### src/rtl/display_scan_driver_pkg.sv
// display_pkg: shared types and constants for the 7-segment scan driver.
//   seg_t    - 7-bit segment vector {g,f,e,d,c,b,a}, active-low
//   SEG_OFF  - all segments dark
//   HEX7SEG  - hex digit 0..F to active-low segment pattern
package display_pkg;

    typedef logic [6:0] seg_t;

    localparam seg_t SEG_OFF = 7'h7F;

    localparam seg_t HEX7SEG [16] = '{
        7'h40, 7'h79, 7'h24, 7'h30,
        7'h19, 7'h12, 7'h02, 7'h78,
        7'h00, 7'h10, 7'h08, 7'h03,
        7'h46, 7'h21, 7'h06, 7'h0E
    };

endpackage

### src/rtl/display_scan_driver_if.sv
// display_scan_driver_if: groups the display-source side and the pad side of
// the scan driver.
//   value      N       value from the display-source mux
//   load       1       capture value into the hold register
//   en         1       display enable
//   blank_lz   1       leading-zero blanking enable
//   an         N/4     digit enables, active-low
//   seg        7       segments {g,f,e,d,c,b,a}, active-low
//   dp         1       decimal point, active-low (always off)
//   digit_tick 1       pulse when the scan advances
// master: the block feeding the driver; slave: the driver itself.
interface display_scan_driver_if
    import display_pkg::*;
#(
    parameter int N = 16
) ();

    localparam int DIGITS = N / 4;

    logic [N-1:0]      value;
    logic              load;
    logic              en;
    logic              blank_lz;
    logic [DIGITS-1:0] an;
    seg_t              seg;
    logic              dp;
    logic              digit_tick;

    modport master (
        output value, load, en, blank_lz,
        input  an, seg, dp, digit_tick
    );

    modport slave (
        input  value, load, en, blank_lz,
        output an, seg, dp, digit_tick
    );

endinterface

### src/rtl/display_scan_driver_hex_to_7seg.sv
// hex_to_7seg: combinational hex nibble to active-low 7-segment decoder.
//   nib  in   4  hex digit
//   seg  out  7  segment pattern {g,f,e,d,c,b,a}, active-low
module hex_to_7seg
    import display_pkg::*;
(
    input  logic [3:0] nib,
    output seg_t       seg
);

    assign seg = HEX7SEG[nib];

endmodule

### src/rtl/display_scan_driver.sv
// display_scan_driver: time-multiplexed common-anode 7-segment driver.
// Captures the source value on load, lights one hex digit at a time for
// REFRESH_DIV clocks each, optionally blanks leading zeros. All pad outputs
// are registered.
//   clk    in   1   system clock, rising edge
//   rst_n  in   1   synchronous active-low reset
//   bus    slave modport of display_scan_driver_if (value/load/en/blank_lz in,
//                   an/seg/dp/digit_tick out)
module display_scan_driver
    import display_pkg::*;
#(
    parameter int N           = 16,
    parameter int REFRESH_DIV = 100000
) (
    input  logic                  clk,
    input  logic                  rst_n,
    display_scan_driver_if.slave  bus
);

    localparam int DIGITS = N / 4;
    localparam int CNT_W  = (REFRESH_DIV > 1) ? $clog2(REFRESH_DIV) : 1;
    localparam int IDX_W  = (DIGITS > 1) ? $clog2(DIGITS) : 1;

    logic [N-1:0]      val_q;
    logic [CNT_W-1:0]  cnt;
    logic [IDX_W-1:0]  idx;
    logic              wrap;

    logic [DIGITS-1:0] onehot_p0;
    logic [DIGITS-1:0] lz_p0;
    logic [3:0]        nib_p0;
    logic              blank_p0;
    seg_t              dec_p0;

    logic [DIGITS-1:0] an_p1;
    seg_t              seg_p1;
    logic              dp_p1;
    logic              tick_p1;

    assign wrap = (cnt == CNT_W'(REFRESH_DIV - 1));

    // Stage p0: select the lit digit's nibble and decide blanking from the
    // current scan state and hold register.
    always_comb begin
        logic run_zero;
        onehot_p0 = '0;
        lz_p0     = '0;
        nib_p0    = 4'h0;
        blank_p0  = 1'b0;
        run_zero  = 1'b1;
        // lz_p0[i] is set when nibble i and every nibble above it are zero.
        for (int i = DIGITS - 1; i >= 0; i--) begin
            run_zero = run_zero & (val_q[4*i +: 4] == 4'h0);
            lz_p0[i] = run_zero;
        end
        for (int i = 0; i < DIGITS; i++) begin
            if (idx == IDX_W'(i)) begin
                onehot_p0[i] = 1'b1;
                nib_p0       = val_q[4*i +: 4];
                // Digit 0 always shows, so a zero value still reads "0".
                blank_p0     = bus.blank_lz && (i != 0) && lz_p0[i];
            end
        end
    end

    hex_to_7seg u_dec (
        .nib (nib_p0),
        .seg (dec_p0)
    );

    // Stage p1: registered pad outputs plus the scan/hold state.
    always_ff @(posedge clk) begin
        if (!rst_n) begin
            val_q   <= '0;
            cnt     <= '0;
            idx     <= '0;
            an_p1   <= '1;
            seg_p1  <= SEG_OFF;
            dp_p1   <= 1'b1;
            tick_p1 <= 1'b0;
        end else begin
            if (bus.load) begin
                val_q <= bus.value;
            end
            // Prescaler and digit index keep running while the display is
            // disabled so re-enabling picks up mid-scan.
            if (wrap) begin
                cnt <= '0;
                idx <= (idx == IDX_W'(DIGITS - 1)) ? '0 : idx + IDX_W'(1);
            end else begin
                cnt <= cnt + CNT_W'(1);
            end
            tick_p1 <= wrap;
            dp_p1   <= 1'b1;
            if (!bus.en) begin
                an_p1  <= '1;
                seg_p1 <= SEG_OFF;
            end else begin
                // A blank digit keeps its anode so brightness is uniform.
                an_p1  <= ~onehot_p0;
                seg_p1 <= blank_p0 ? SEG_OFF : dec_p0;
            end
        end
    end

    assign bus.an         = an_p1;
    assign bus.seg        = seg_p1;
    assign bus.dp         = dp_p1;
    assign bus.digit_tick = tick_p1;

endmodule

### src/flat_wrapper.sv
// flat-port wrapper written by rule: the top's interface ports become plain ports
module display_scan_driver_flat import display_pkg::*;
#(
    parameter int N           = 16,
    parameter int REFRESH_DIV = 100000
)
  (clk, rst_n, bus_value, bus_load, bus_en, bus_blank_lz, bus_an, bus_seg, bus_dp, bus_digit_tick);
  display_scan_driver_if #(.N(N)) bus_i ();
  input  logic clk;
  input  logic rst_n;
  input wire logic [$bits(bus_i.value)-1:0] bus_value;
  input wire logic [$bits(bus_i.load)-1:0] bus_load;
  input wire logic [$bits(bus_i.en)-1:0] bus_en;
  input wire logic [$bits(bus_i.blank_lz)-1:0] bus_blank_lz;
  output wire logic [$bits(bus_i.an)-1:0] bus_an;
  output wire logic [$bits(bus_i.seg)-1:0] bus_seg;
  output wire logic [$bits(bus_i.dp)-1:0] bus_dp;
  output wire logic [$bits(bus_i.digit_tick)-1:0] bus_digit_tick;
  assign bus_i.value = bus_value;
  assign bus_i.load = bus_load;
  assign bus_i.en = bus_en;
  assign bus_i.blank_lz = bus_blank_lz;
  assign bus_an = bus_i.an;
  assign bus_seg = bus_i.seg;
  assign bus_dp = bus_i.dp;
  assign bus_digit_tick = bus_i.digit_tick;
  display_scan_driver #(.N(N), .REFRESH_DIV(REFRESH_DIV)) u_core (.clk(clk), .rst_n(rst_n), .bus(bus_i));
endmodule
### config.mk
export PLATFORM = sky130hd
export DESIGN_NAME = display_scan_driver_flat
export DESIGN_NICKNAME = d
export VERILOG_FILES = /design/src/rtl/display_scan_driver_pkg.sv /design/src/rtl/display_scan_driver_if.sv /design/src/rtl/display_scan_driver_hex_to_7seg.sv /design/src/rtl/display_scan_driver.sv /design/src/flat_wrapper.sv
export SDC_FILE = /design/constraint.sdc
export NUM_CORES = 1
export LEC_CHECK = 0
export CORE_UTILIZATION = 57
export DETAILED_ROUTE_END_ITERATION = 10
export GPL_ROUTABILITY_DRIVEN = 0
export PLACE_DENSITY = 0.83
export RECOVER_POWER = 100
export SLEW_MARGIN = 20
export SYNTH_ARGS = -nofsm -noshare
export SYNTH_HDL_FRONTEND = slang
export SYNTH_HIERARCHICAL = 1
export SYNTH_SLANG_ARGS = --single-unit
### constraint.sdc
create_clock -name clk -period 4.7 [get_ports clk]
set_input_delay 0.705 -clock clk [delete_from_list [all_inputs] [get_ports clk]]
set_output_delay 0.705 -clock clk [all_outputs]
set_load 0.1 [all_outputs]
==> results.py <==
metrics = {
    "detailed_routing": {
        "drt_drc_violations_left": 0,
        "vias_per_cell": 5.41,
        "final_antenna_net_count": 0,
        "detail_route.iter0.violations": 88,
        "drt_first_pass_iters": 4,
        "drt_wl_total_um": 4190,
        "avgRoutedWirePerCell_um": 12.7,
        "vias": 1791,
    },
    "timing": {
        "setup_slack_ps": 1580,
        "min_period_ps": 3120,
        "final-hold-violation-count": 0,
        "rsz_0062_raised_after_global_routing": "no",
        "final_max_tran_viols": 0,
        "setup_viol_count_final": 0,
        "min_period_over_period_pct": 66.4,
        "max_slew.worst_pin.slew_ps": 978,
        "final_sum_of_negative_setup_slack_ps": 0,
        "timing.slew.headroom_pct": 34.6,
        "worst_case_clock_skew_ps": 8.16,
        "maxClockFrequency_mhz": 321,
    },
    "die": {
        "floorplan.rows": 22,
        "start_util_pct": 60.5,
        "die_h_um": 65.0,
        "die_width_um": 65.0,
        "floorplan.die_area_um2": 4230,
        "core_um2": 3740,
        "pin_count": 34,
    },
    "hold_path": {
        "worst_hold_stages": 1,
        "min_path_type": "reg2reg",
    },
    "power": {
        "power.density_nw_per_um2": 329,
        "seqPwrFrac_pct": 47.9,
        "power_frac_clock_pct": 39.0,
        "comb_power_share_pct": 13.2,
        "power.ir.vdd_worst_mv": 0.222,
        "internal_power_mw": 0.669,
        "p_switching_mw": 0.215,
        "power_switching_share_pct": 24.3,
        "leakage_nw": 1.01,
    },
    "synth": {
        "number_of_enable_type_register_cells_in_the_synthesized_netlist": 0,
        "sequential_area_share_after_synthesis_pct": 41.6,
        "cells_after_synthesis": 255,
        "synth-async-reset-ratio_pct": 0,
        "synth-seq-cells": 47,
        "avgSynthCellArea_um2": 8.88,
        "synth_cell_type_count": 40,
        "synth_flop_cell": "sky130_fd_sc_hd__dfxtp_1",
        "yosys_warnings": 6,
        "synth_fp_nets": 288,
        "syn_area_um2": 2260,
    },
    "place": {
        "placed_cell_count": 323,
        "preCtsSetupSlack_ps": 1680,
        "post_dp_hpwl_um": 3120,
        "placed_cell_area_um2": 2580,
        "buffer_ports.inserted": 32,
    },
    "critical_path": {
        "worstPathMaxFanout": 10,
        "ff2ff_path_depth": 12,
        "setup.worst_path.class": "reg2reg",
        "cp_data_arrival_time_ps": 3300,
        "crit_path_start_kind": "flop",
        "worstSetupEndpointType": "flop",
        "worst-endpoint-required_ps": 4880,
    },
    "clocking": {
        "cts_sinks": 47,
        "clock_latency_ps": 290,
        "cts_tree": "built",
        "postCtsHoldBufs": 0,
        "post_cts_resized": 0,
        "cts_buffer_depth": 2,
        "cts_setup_buffers": 0,
        "cts.root.buffer_cell": "sky130_fd_sc_hd__clkbuf_8",
        "clock_tree.htree_level_count": 2,
        "cts_bufs_inserted": 5,
        "clk_pin_slew_ps": 90,
    },
    "grt": {
        "grtUsageMet1_pct": 29.8,
        "global_route.peak_usage_layer": "met2",
        "grt_util_met3_pct": 4.40,
        "first_pass_grt_wire_length_um": 7280,
        "maximum_number_of_pins_on_one_net_before_global_route_repair": 22,
        "gr-usage-all-layers_pct": 22.4,
        "number_of_antenna_violations_at_the_first_check_in_global_routing": 0,
        "met2_resource_use_gr_pct": 35.7,
        "total_global_routing_overflow": 0,
        "grt_pass1_vias": 1599,
    },
    "cells_and_area": {
        "commonest_non_fill_non_tap_cell_in_the_layout": "sky130_fd_sc_hd__dfxtp_1",
        "final_nets": 315,
        "fillerInstances": 305,
        "antenna_cells": 0,
        "final_cell_area_um2": 2690,
        "layoutNonFillerInstCount": 331,
        "final_layout_size_suffix_gt1_share_pct": 5.30,
        "final_cell_mix": "sky130_fd_sc_hd__dfxtp_1 (47), sky130_fd_sc_hd__nor2_1 (32), sky130_fd_sc_hd__nand2_1 (20), sky130_fd_sc_hd__clkdlybuf4s50_1 (18), sky130_fd_sc_hd__mux2i_1 (18)",
        "area.growth.synth_to_final_pct": 18.9,
    },
    "job": {
        "drv_cap": 0,
    },
    "outcome": {
        "outcome": "finished clean",
    },
}
logic make-up after synthesis:
kind of cell,Yosys count,synth area share (%)
AOI/OAI and AO/OA,31,7.46
xor gates and xnor gates,13,5.03
adders and majority gates,12,6.63
buffers and inverters,21,4.81
DFF,47,41.6
muxes,19,8.46
other,1,0.166
and+or+nand+nor,111,25.9
Yosys cell counts (2+ instances only):
master	n	area share, %
sky130_fd_sc_hd__buf_2	3	0.66
sky130_fd_sc_hd__ha_1	12	6.6
sky130_fd_sc_hd__or3_1	11	3.0
sky130_fd_sc_hd__a21oi_1	12	2.7
sky130_fd_sc_hd__o21ai_0	7	1.5
sky130_fd_sc_hd__xor2_1	6	2.3
sky130_fd_sc_hd__o21ai_1	6	1.3
sky130_fd_sc_hd__clkbuf_1	5	0.83
sky130_fd_sc_hd__mux2i_1	18	8.0
sky130_fd_sc_hd__nor4_1	6	1.7
sky130_fd_sc_hd__inv_1	6	0.99
sky130_fd_sc_hd__or2_1	3	0.83
sky130_fd_sc_hd__xnor2_1	7	2.7
sky130_fd_sc_hd__nand2_1	19	3.2
sky130_fd_sc_hd__nand3_1	15	3.3
sky130_fd_sc_hd__nand3b_1	4	1.3
sky130_fd_sc_hd__and3_1	2	0.55
sky130_fd_sc_hd__nand4_1	8	2.2
sky130_fd_sc_hd__dfxtp_1	47	42
sky130_fd_sc_hd__o21a_1	2	0.66
sky130_fd_sc_hd__nor2_1	32	5.3
sky130_fd_sc_hd__buf_4	5	1.7
sky130_fd_sc_hd__nor3_1	2	0.44
state kept, by name, indices dropped and copies added, names as in the netlist:
register,cells
u_core/cnt,17
u_core/val_q,16
u_core/bus.seg,7
u_core/bus.an,4
u_core/idx,2
u_core/bus.digit_tick,1
power by group through the flow:
stage	clock network, mW	logic (mW)	registers (mW)
finish	0.345	0.116	0.423
global placement	0	0.117	0.433
CTS	0.351	0.120	0.424
floorplan	0	0.0543	0.462
global route	0.370	0.126	0.425
detailed placement	0	0.120	0.433
routing by layer:
metal | vias up | wire length, um
li1 | 932 | -
met1 | 805 | 2040
met2 | 49 | 1940
met3 | 5 | 155
met4 | 0 | 54
met5 | - | 0
through the flow:
stage	hold WS [ps]	total power [mW]	utilization [%]
after detailed placement	472	0.553	68.8
after global routing	512	0.922	71.9
final	486	0.884	71.9
after global placement	461	0.550	68.8
after floorplan	442	0.516	-
after CTS	490	0.895	72.5
cell type report:
type	count	area [um2]	area share (%)
multi-input cells	187	1190	44.3
clock inverters	3	67.6	2.51
well taps	48	60.1	2.23
repair buffers	34	335	12.5
clock buffers	5	68.8	2.56
inverters	7	26.3	0.976
flip-flops and latches	47	941	35.0
critical path, stage by stage, from the launching register on:
cell and delay (ps):
sky130_fd_sc_hd__dfxtp_1 380, sky130_fd_sc_hd__inv_1 80, sky130_fd_sc_hd__ha_1 280, sky130_fd_sc_hd__nand3b_1 190
sky130_fd_sc_hd__a21oi_1 150, sky130_fd_sc_hd__a21oi_1 50, sky130_fd_sc_hd__o21ai_0 600, sky130_fd_sc_hd__inv_1 250
sky130_fd_sc_hd__ha_1 250, sky130_fd_sc_hd__or2_0 210, sky130_fd_sc_hd__a21oi_1 140, sky130_fd_sc_hd__a31oi_1 50
sky130_fd_sc_hd__or3_1 370
path summary, 6_finish.rpt:
path,start,end,slack [ps]
hold / removal,u_core/cnt[0]$_SDFF_PP0_,u_core/cnt[0]$_SDFF_PP0_,490
setup reg to reg,u_core/idx[1]$_SDFFE_PN0P_,u_core/bus.seg[3]$_SDFF_PP1_,1580
setup / recovery,u_core/idx[1]$_SDFFE_PN0P_,u_core/bus.seg[3]$_SDFF_PP1_,1580
hold reg to reg,u_core/cnt[0]$_SDFF_PP0_,u_core/cnt[0]$_SDFF_PP0_,490
Note: power is estimated with default switching activity, not from simulation.
